[src/rtl/prog_loader.sv]
// Byte-stream program loader: hunts for a sync byte, reads a 16-bit big-endian length,
// writes the payload into instruction memory from address 0 and verifies an 8-bit
// additive checksum before releasing the CPU from reset.
module prog_loader #(
  parameter int unsigned ADDR_W    = 10,
  parameter int unsigned MEM_DEPTH = 1024,
  parameter logic [7:0]  SYNC_BYTE = 8'hA5
) (
  input  logic              clk_i,
  input  logic              rst_ni,
  input  logic              in_valid_i,
  input  logic [7:0]        in_data_i,
  output logic              in_ready_o,
  input  logic              clear_i,
  output logic              mem_we_o,
  output logic [ADDR_W-1:0] mem_addr_o,
  output logic [7:0]        mem_wdata_o,
  output logic [15:0]       byte_count_o,
  output logic              done_o,
  output logic              err_o,
  output logic [1:0]        err_code_o,
  output logic              cpu_rst_n_o
);

  typedef enum logic [2:0] {
    StIdle,
    StLenHi,
    StLenLo,
    StData,
    StCsum,
    StDone,
    StErr
  } state_e;

  localparam logic [1:0] ErrNone = 2'b00;
  localparam logic [1:0] ErrLen  = 2'b01;
  localparam logic [1:0] ErrCsum = 2'b10;

  state_e              state_q;
  logic [15:0]         len_q;
  logic [7:0]          sum_q;
  logic [15:0]         byte_count_q;
  logic                mem_we_q;
  logic [ADDR_W-1:0]   mem_addr_q;
  logic [7:0]          mem_wdata_q;
  logic                done_q;
  logic                err_q;
  logic [1:0]          err_code_q;
  logic                in_ready_q;

  logic                accept;
  logic [15:0]         len_full;
  logic                len_over;
  logic [15:0]         count_inc;
  logic [7:0]          sum_next;

  assign accept    = in_valid_i && in_ready_q;
  // Length is complete once the low byte arrives on this cycle.
  assign len_full  = {len_q[15:8], in_data_i};
  assign len_over  = 32'(len_full) > MEM_DEPTH;
  assign count_inc = byte_count_q + 16'd1;
  assign sum_next  = sum_q + in_data_i;

  // Frame FSM with all outputs registered; only accepted bytes or clear advance it.
  always_ff @(posedge clk_i or negedge rst_ni) begin
    if (!rst_ni) begin
      state_q      <= StIdle;
      len_q        <= '0;
      sum_q        <= '0;
      byte_count_q <= '0;
      mem_we_q     <= 1'b0;
      mem_addr_q   <= '0;
      mem_wdata_q  <= '0;
      done_q       <= 1'b0;
      err_q        <= 1'b0;
      err_code_q   <= ErrNone;
      in_ready_q   <= 1'b1;
    end else begin
      // Strobe defaults low so it is high exactly on cycles following a DATA write.
      mem_we_q <= 1'b0;
      unique case (state_q)
        StIdle: begin
          if (accept && in_data_i == SYNC_BYTE) begin
            state_q      <= StLenHi;
            byte_count_q <= '0;
            sum_q        <= '0;
          end
        end
        StLenHi: begin
          if (accept) begin
            len_q[15:8] <= in_data_i;
            state_q     <= StLenLo;
          end
        end
        StLenLo: begin
          if (accept) begin
            len_q[7:0] <= in_data_i;
            if (len_over) begin
              state_q    <= StErr;
              err_q      <= 1'b1;
              err_code_q <= ErrLen;
              in_ready_q <= 1'b0;
            end else if (len_full == 16'd0) begin
              state_q <= StCsum;
            end else begin
              state_q <= StData;
            end
          end
        end
        StData: begin
          if (accept) begin
            mem_we_q     <= 1'b1;
            mem_addr_q   <= byte_count_q[ADDR_W-1:0];
            mem_wdata_q  <= in_data_i;
            byte_count_q <= count_inc;
            sum_q        <= sum_next;
            if (count_inc == len_q) begin
              state_q <= StCsum;
            end
          end
        end
        StCsum: begin
          if (accept) begin
            in_ready_q <= 1'b0;
            if (sum_next == 8'd0) begin
              state_q <= StDone;
              done_q  <= 1'b1;
            end else begin
              state_q    <= StErr;
              err_q      <= 1'b1;
              err_code_q <= ErrCsum;
            end
          end
        end
        StDone, StErr: begin
          if (clear_i) begin
            state_q      <= StIdle;
            done_q       <= 1'b0;
            err_q        <= 1'b0;
            err_code_q   <= ErrNone;
            byte_count_q <= '0;
            in_ready_q   <= 1'b1;
          end
        end
        default: begin
          state_q    <= StIdle;
          in_ready_q <= 1'b1;
        end
      endcase
    end
  end

  assign in_ready_o   = in_ready_q;
  assign mem_we_o     = mem_we_q;
  assign mem_addr_o   = mem_addr_q;
  assign mem_wdata_o  = mem_wdata_q;
  assign byte_count_o = byte_count_q;
  assign done_o       = done_q;
  assign err_o        = err_q;
  assign err_code_o   = err_code_q;
  // CPU stays in reset until a frame has loaded with a good checksum.
  assign cpu_rst_n_o  = done_q;

endmodule
[config.mk]
export PLATFORM = sky130hd
export DESIGN_NAME = prog_loader
export DESIGN_NICKNAME = d
export VERILOG_FILES = /design/src/rtl/prog_loader.sv
export SDC_FILE = /design/constraint.sdc
export NUM_CORES = 1
export LEC_CHECK = 0
export CORE_MARGIN = 2
export CORE_UTILIZATION = 55
export DETAILED_ROUTE_END_ITERATION = 16
export PLACE_DENSITY = 0.83
export SYNTH_ARGS = -nofsm -noshare
export SYNTH_HDL_FRONTEND = slang
export SYNTH_SLANG_ARGS = --single-unit
[constraint.sdc]
create_clock -name clk_i -period 5.7 [get_ports clk_i]
set_input_delay 1.71 -clock clk_i [delete_from_list [all_inputs] [get_ports clk_i]]
set_output_delay 1.71 -clock clk_i [all_outputs]
set_load 0.02 [all_outputs]
==> results of run 1 <==
[power by group through the flow]
stage               Combinational (W)  Clock [W]  Sequential (W)
finish                       0.000809   0.000406        0.000753
global route                 0.000889   0.000435        0.000773
CTS                          0.000805   0.000411        0.000751
detailed placement           0.000799          0        0.000755
global placement             0.000786          0        0.000755
floorplan                    0.000580          0        0.000744
[tightest hold or removal path, cell delays in order (launching register included)]
cell and delay [ps]:
dfrtp_1 350, nand2_1 50, nand2_1 50
[cell families after synthesis]
kind of cell	count (synthesis)	share of synthesized area, %
buffers and inverters	34	4.32
AND/OR/NAND/NOR	173	22.2
XOR/XNOR	24	5.38
adder cells (fa/ha/maj)	10	3.33
AO/OA/AOI/OAI	99	17.1
flip-flops	67	42.9
multiplexers	17	4.80
[per-stage QoR]
| step | utilization (%) | area [sq um] | instances |
|---|---|---|---|
| floorplan | - | 3910 | 424 |
| global placement | 64.9 | 4440 | 551 |
| detailed placement | 64.9 | 4440 | 551 |
| CTS | 67.9 | 4640 | 567 |
| global route | 67.9 | 4640 | 567 |
| finish | 67.9 | 4640 | 567 |
[flip-flops by register name, indices dropped and copies added (netlist names)]
| register | count |
|---|---|
| err_code_o | 2 |
| len_q | 16 |
| sum_q | 8 |
| state_q | 3 |
| cpu_rst_n_o | 1 |
| mem_addr_o | 10 |
| err_o | 1 |
| in_ready_o | 1 |
| mem_we_o | 1 |
| mem_wdata_o | 8 |
| byte_count_o | 16 |
[routing by layer]
layer,wire [um],vias to the layer above,GRT usage (%)
li1,-,1608,-
met1,4510,1605,40.3
met2,4350,112,38.3
met3,531,9,4.66
met4,94,0,5.37
met5,0,-,0
[how the worst max path moves through the flow]
stage	startpoint	endpoint	slack, ps
after floorplan	in_data_i[0]	state_q[0]	1820
after detailed placement	in_data_i[0]	err_o	1060
final	in_data_i[0]	err_o	1360
after CTS	in_data_i[0]	err_o	1430
after global routing	in_data_i[0]	state_q[0]	1200
after global placement	in_data_i[0]	err_o	1130
[final cells by class]
| cell class | instances | area (sq um) |
|---|---|---|
| clock buffers | 9 | 124 |
| flip-flops and latches | 67 | 1680 |
| inverters | 10 | 37.5 |
| fillers | 547 | 2190 |
| multi-input cells | 323 | 2060 |
| well taps | 96 | 120 |
| clock inverters | 7 | 77.6 |
| repair buffers | 55 | 538 |
[placed cells by master (no fill, tap or decap), drive strengths merged, types with 4 or more instances in the layout]
master and n:
a211o 4, a21oi 10, a22o 9, a31oi 7, and2 7, and3 4, buf 4, clkbuf 9
clkdlybuf4s50 51, clkinv 5, dfrtp 66, ha 8, inv 10, mux2 14, nand2 77, nand3 14
nand4 8, nor2 25, nor3 8, nor3b 5, nor4 7, o21ai 42, o31ai 9, or4 4
xnor2 13, xor2 11
==> reports/qor.csv, run 1 <==
metric,value,unit
outcome,completed,
synthFlopType,dfrtp_1,
synth_edf_count,0,
synthCells,424,
cts_setup_buffers,0,
clk-insertion-delay-late,350,ps
fmax,231,MHz
crit_chain,clkdlybuf4s50_1 -> ha_1 -> fa_1 -> a211o_1 -> a21oi_1 -> o21ai_0 -> nor4_2 -> nand2_1 -> a31o_1 -> a22o_1,
die_h,88.3,um
antenna_found_initial,0,
pwr-share-clk,20.6,%
cp-start-kind,input pin,
cts_made_buffers,9,
combPwrFrac,41.1,%
hp-class,reg2reg,
cp.arrival,4580,ps
cap_viol_max_count,0,
whs,480,ps
route.detailed.drc,0,
cts_buffer_depth,2,
grt_use_total,26.0,%
power.internal,0.00118,W
powerDensity,424,nW/um^2
period_needed,4340,ps
r2r_setup_slack,2730,ps
syn_area_per_cell,9.22,sq um
detail_route.first_pass.iterations,5,
setup_slack,1360,ps
critPathTopFamily,compound AO/OA/AOI/OAI gates,
synth_top_area_share,42.2,%
worst_hold_startpoint,mem_addr_o[7],
vias,3334,
hold_buffers,0,
yosysMostFrequentCell,nand2_1,
numPortBuffers,52,
path_class,in2reg,
synth_area_leaders,"dfrtp_1 (42%), nand2_1 (7.4%), o21ai_0 (3.8%)",
yosys_warnings,0,
cts_sinks,67,
fin_worst_skew,9.05,ps
cp.depth,10,
grt_pass1_vias,3120,
power_frac_seq,38.3,%
seq_area_frac_synth,42.9,%
required,5940,ps
timing.rr.start,byte_count_o[0],
dp_hpwl,6460,um
crit_path_end_kind,flop,
drtIter0Drc,216,
power_switching,0.000783,W
grt_pass1_wl,15800,um
ys_types,63,
grt-ovfl-total,0,
power_leakage,1.98,nW
drt_wl_total,9490,um
slowest_delay,530,ps
gp_congestion,0.874,
synth-async-reset-ratio,100,%
holdPathStages,2,
syn_to_final_growth,18.6,%
drive_above_1_share,11.0,%
r2r_end,state_q[0],
holdPathEnd,mem_addr_o[7],
cts-resized-gates,0,
final_hold_viol_count,0,
synth-seq-cells,67,
netlist_area,3910,sq um
h-tree-depth,3,
crit_path_top_delay_cell,clkdlybuf4s50_1,
top_level_ports,53,
tns,0,ps
reg2regPathDepth,8,
worst-path-buf-inv,1,
rows,30,
dp_slack,1060,ps
synth_nets,445,
finalSetupViolCount,0,
start_util,57.2,%
n_antenna_cell,0,
fin_crit_sh,76.1,%
die_x,88.3,um
rsz0062_at_grt,false,
synth_top_area_cell,dfrtp_1,
root_buffer,clkbuf_8,
cts.clk_slew.worst_paths,80,ps
drv_slew,0,
ir_drop,315,uV
grt_max_degree,68,
swShare,39.8,%
wl_per_cell,16.7,um
nets,487,
die-area,7800,sq um
worst_pin_slew,1150,ps
ant_nets,0,
avgViaCountPerCell,5.88,
synth_common_cells,"nand2_1 (77), dfrtp_1 (66), o21ai_0 (30)",
cts_tree,built,
slew_headroom,22.7,%
fp.coreArea,6830,sq um
power.total,0.00197,W
crit_fanout,6,
No activity file was read; power rests on OpenSTA's default activity.
==> inputs of run 2 (changes only) <==
- CORE_UTILIZATION: 55 -> 50
- PLACE_DENSITY: 0.83 -> 0.8
- clock period: 5.7 -> 3.6 ns (I/O delays scaled with it)
==> reports/qor.csv, run 2 (synthesized netlist as in run 1, its figures left out) <==
metric,value,unit,change
required,3840,ps,-2100 ps
worst_pin_slew,830,ps,-320 ps
final_hold_viol_count,0,,unchanged
avgViaCountPerCell,5.96,,+1.4%
cts_made_buffers,9,,unchanged
top_level_ports,53,,unchanged
finalSetupViolCount,0,,unchanged
layout_common_cells,"nand2_1 (77), dfrtp_1 (66), clkdlybuf4s50_1 (51), buf_4 (31), o21ai_0 (30)",,
dp_hpwl,7150,um,+11%
crit_fanout,3,,-3
crit_path_end_kind,flop,,
grt_pass1_wl,17200,um,+8.5%
root_buffer,clkbuf_8,,
rows,32,,+6.7%
crit_path_top_delay_cell,clkdlybuf4s50_1,,
setup_slack,111,ps,-1250 ps
h-tree-depth,3,,unchanged
syn_to_final_growth,24.8,%,
start_util,51.1,%,-6.1 points
cts_sinks,67,,unchanged
ir_drop,455,uV,+44%
stdcell_count,602,,+6.2%
ant_nets,0,,unchanged
n_antenna_cell,0,,unchanged
cp-start-kind,input pin,,
hp-class,reg2reg,,
dp_slack,-282,ps,-1340 ps
fin_crit_sh,96.9,%,
power_leakage,2.12,nW,+7.0%
drv_slew,0,,unchanged
slew_headroom,44.6,%,+22 points
period_needed,3490,ps,
layout_commonest_cell,nand2_1,,
route.detailed.drc,0,,unchanged
slowest_delay,430,ps,-100 ps
die_h,92.4,um,+4.7%
nets,516,,+6.0%
holdPathEnd,mem_addr_o[1],,
crit_chain,clkdlybuf4s50_1 -> ha_1 -> fa_1 -> a211o_1 -> and3_1 -> buf_4 -> o21ai_0 -> nor4_2 -> a31oi_1 -> nor2_1 -> mux2_1,,
grt_max_degree,42,,-38%
holdPathStages,2,,unchanged
cts_tree,built,,
drive_above_1_share,16.2,%,+5.2 points
numPortBuffers,52,,unchanged
r2r_setup_slack,640,ps,-2090 ps
cp.arrival,3720,ps,-860 ps
reg2regPathDepth,8,,unchanged
wl_per_cell,17.0,um,+1.8%
worst_hold_startpoint,mem_addr_o[1],,
cts.clk_slew.worst_paths,80,ps,about the same
fp.coreArea,7650,sq um,+12%
die-area,8540,sq um,+9.5%
gp_congestion,0.861,,-1.4%
antenna_found_initial,0,,unchanged
powerDensity,669,nW/um^2,+58%
drtIter0Drc,383,,+77%
grt-ovfl-total,0,,unchanged
die_x,92.4,um,+4.7%
timing.rr.start,byte_count_o[0],,
fin_worst_skew,8.51,ps,-0.543 ps
vias,3589,,+7.6%
detail_route.first_pass.iterations,5,,unchanged
path_class,in2reg,,
grt_use_total,25.4,%,-0.54 points
grt_pass1_vias,3537,,+13%
cap_viol_max_count,0,,unchanged
fmax,287,MHz,
postLayoutCoreUtil,63.8,%,-4.1 points
drt_wl_total,10300,um,+8.1%
outcome,completed,,
r2r_end,state_q[0],,
cts_buffer_depth,2,,unchanged
dp_cells,584,,+6.0%
hold_buffers,0,,unchanged
clk-insertion-delay-late,350,ps,about the same
==> run 2: cell types whose count changed in the layout (fill, tap and decap cells not counted), sizes merged <==
cell	before	now
clkbuf	9	11
clkinv	5	2
buf	4	33
clkinvlp	1	2
==> run 2: worst max path at each step <==
stage                 start  slack, ps  depth (start not counted)          to
2_1_floorplan  in_data_i[0]        350                          9  state_q[0]
3_3_place_gp   in_data_i[0]       -160                         10  state_q[0]
3_5_place_dp   in_data_i[0]       -280                         10  state_q[0]
4_1_cts        in_data_i[0]         90                         10  state_q[0]
5_1_grt        in_data_i[0]        -20                         11  state_q[0]
6_report       in_data_i[0]        110                         11  state_q[0]
==> run 2: power by group <==
group	internal, W	leakage [nW]	total (W)	switching [W]
Combinational	0.000691	1.15	0.00144	0.000744
Sequential	0.000958	0.875	0.00119	0.000234
Clock	0.000324	0.0901	0.000635	0.000312
==> run 2: worst max-delay path: cells and delay by family <==
family	cells	cell delay, ps
AO/OA/AOI/OAI	3	730
adder cells (fa/ha/maj)	2	650
buffers and inverters	2	570
multiplexers	1	310
AND/OR/NAND/NOR	3	380
==> run 2: timing repair <==
item / CTS / global route
gates resized for setup: 0 / 2
buffers inserted: 0 / 2
endpoints found under the setup margin: 0 / 3
==> run 2: area by class of cell <==
cell class / instances / area [sq um]
Tap cell: 102 / 128
Sequential cell: 67 / 1680
Clock inverter: 5 / 62.6
Clock buffer: 11 / 131
Multi-Input combinational cell: 323 / 2070
Timing Repair Buffer: 84 / 768
Inverter: 10 / 37.5
Fill cell: 584 / 2770
==> run 2: per-stage QoR <==
step | area [sq um] | power, W | hold WS, ps | setup TNS, ps
floorplan | 3910 | 0.00210 | 451 | 0
global placement | 4660 | 0.00252 | 460 | -441
detailed placement | 4660 | 0.00259 | 462 | -1010
CTS | 4850 | 0.00324 | 488 | 0
global route | 4880 | 0.00346 | 515 | -26.8
finish | 4880 | 0.00326 | 482 | 0
==> run 2: layer usage <==
metal  GRT usage [%]  wire length, um
met1            34.4             4430
met2            39.5             4920
met3            4.80              626
met4            11.8              285
met5               0                0
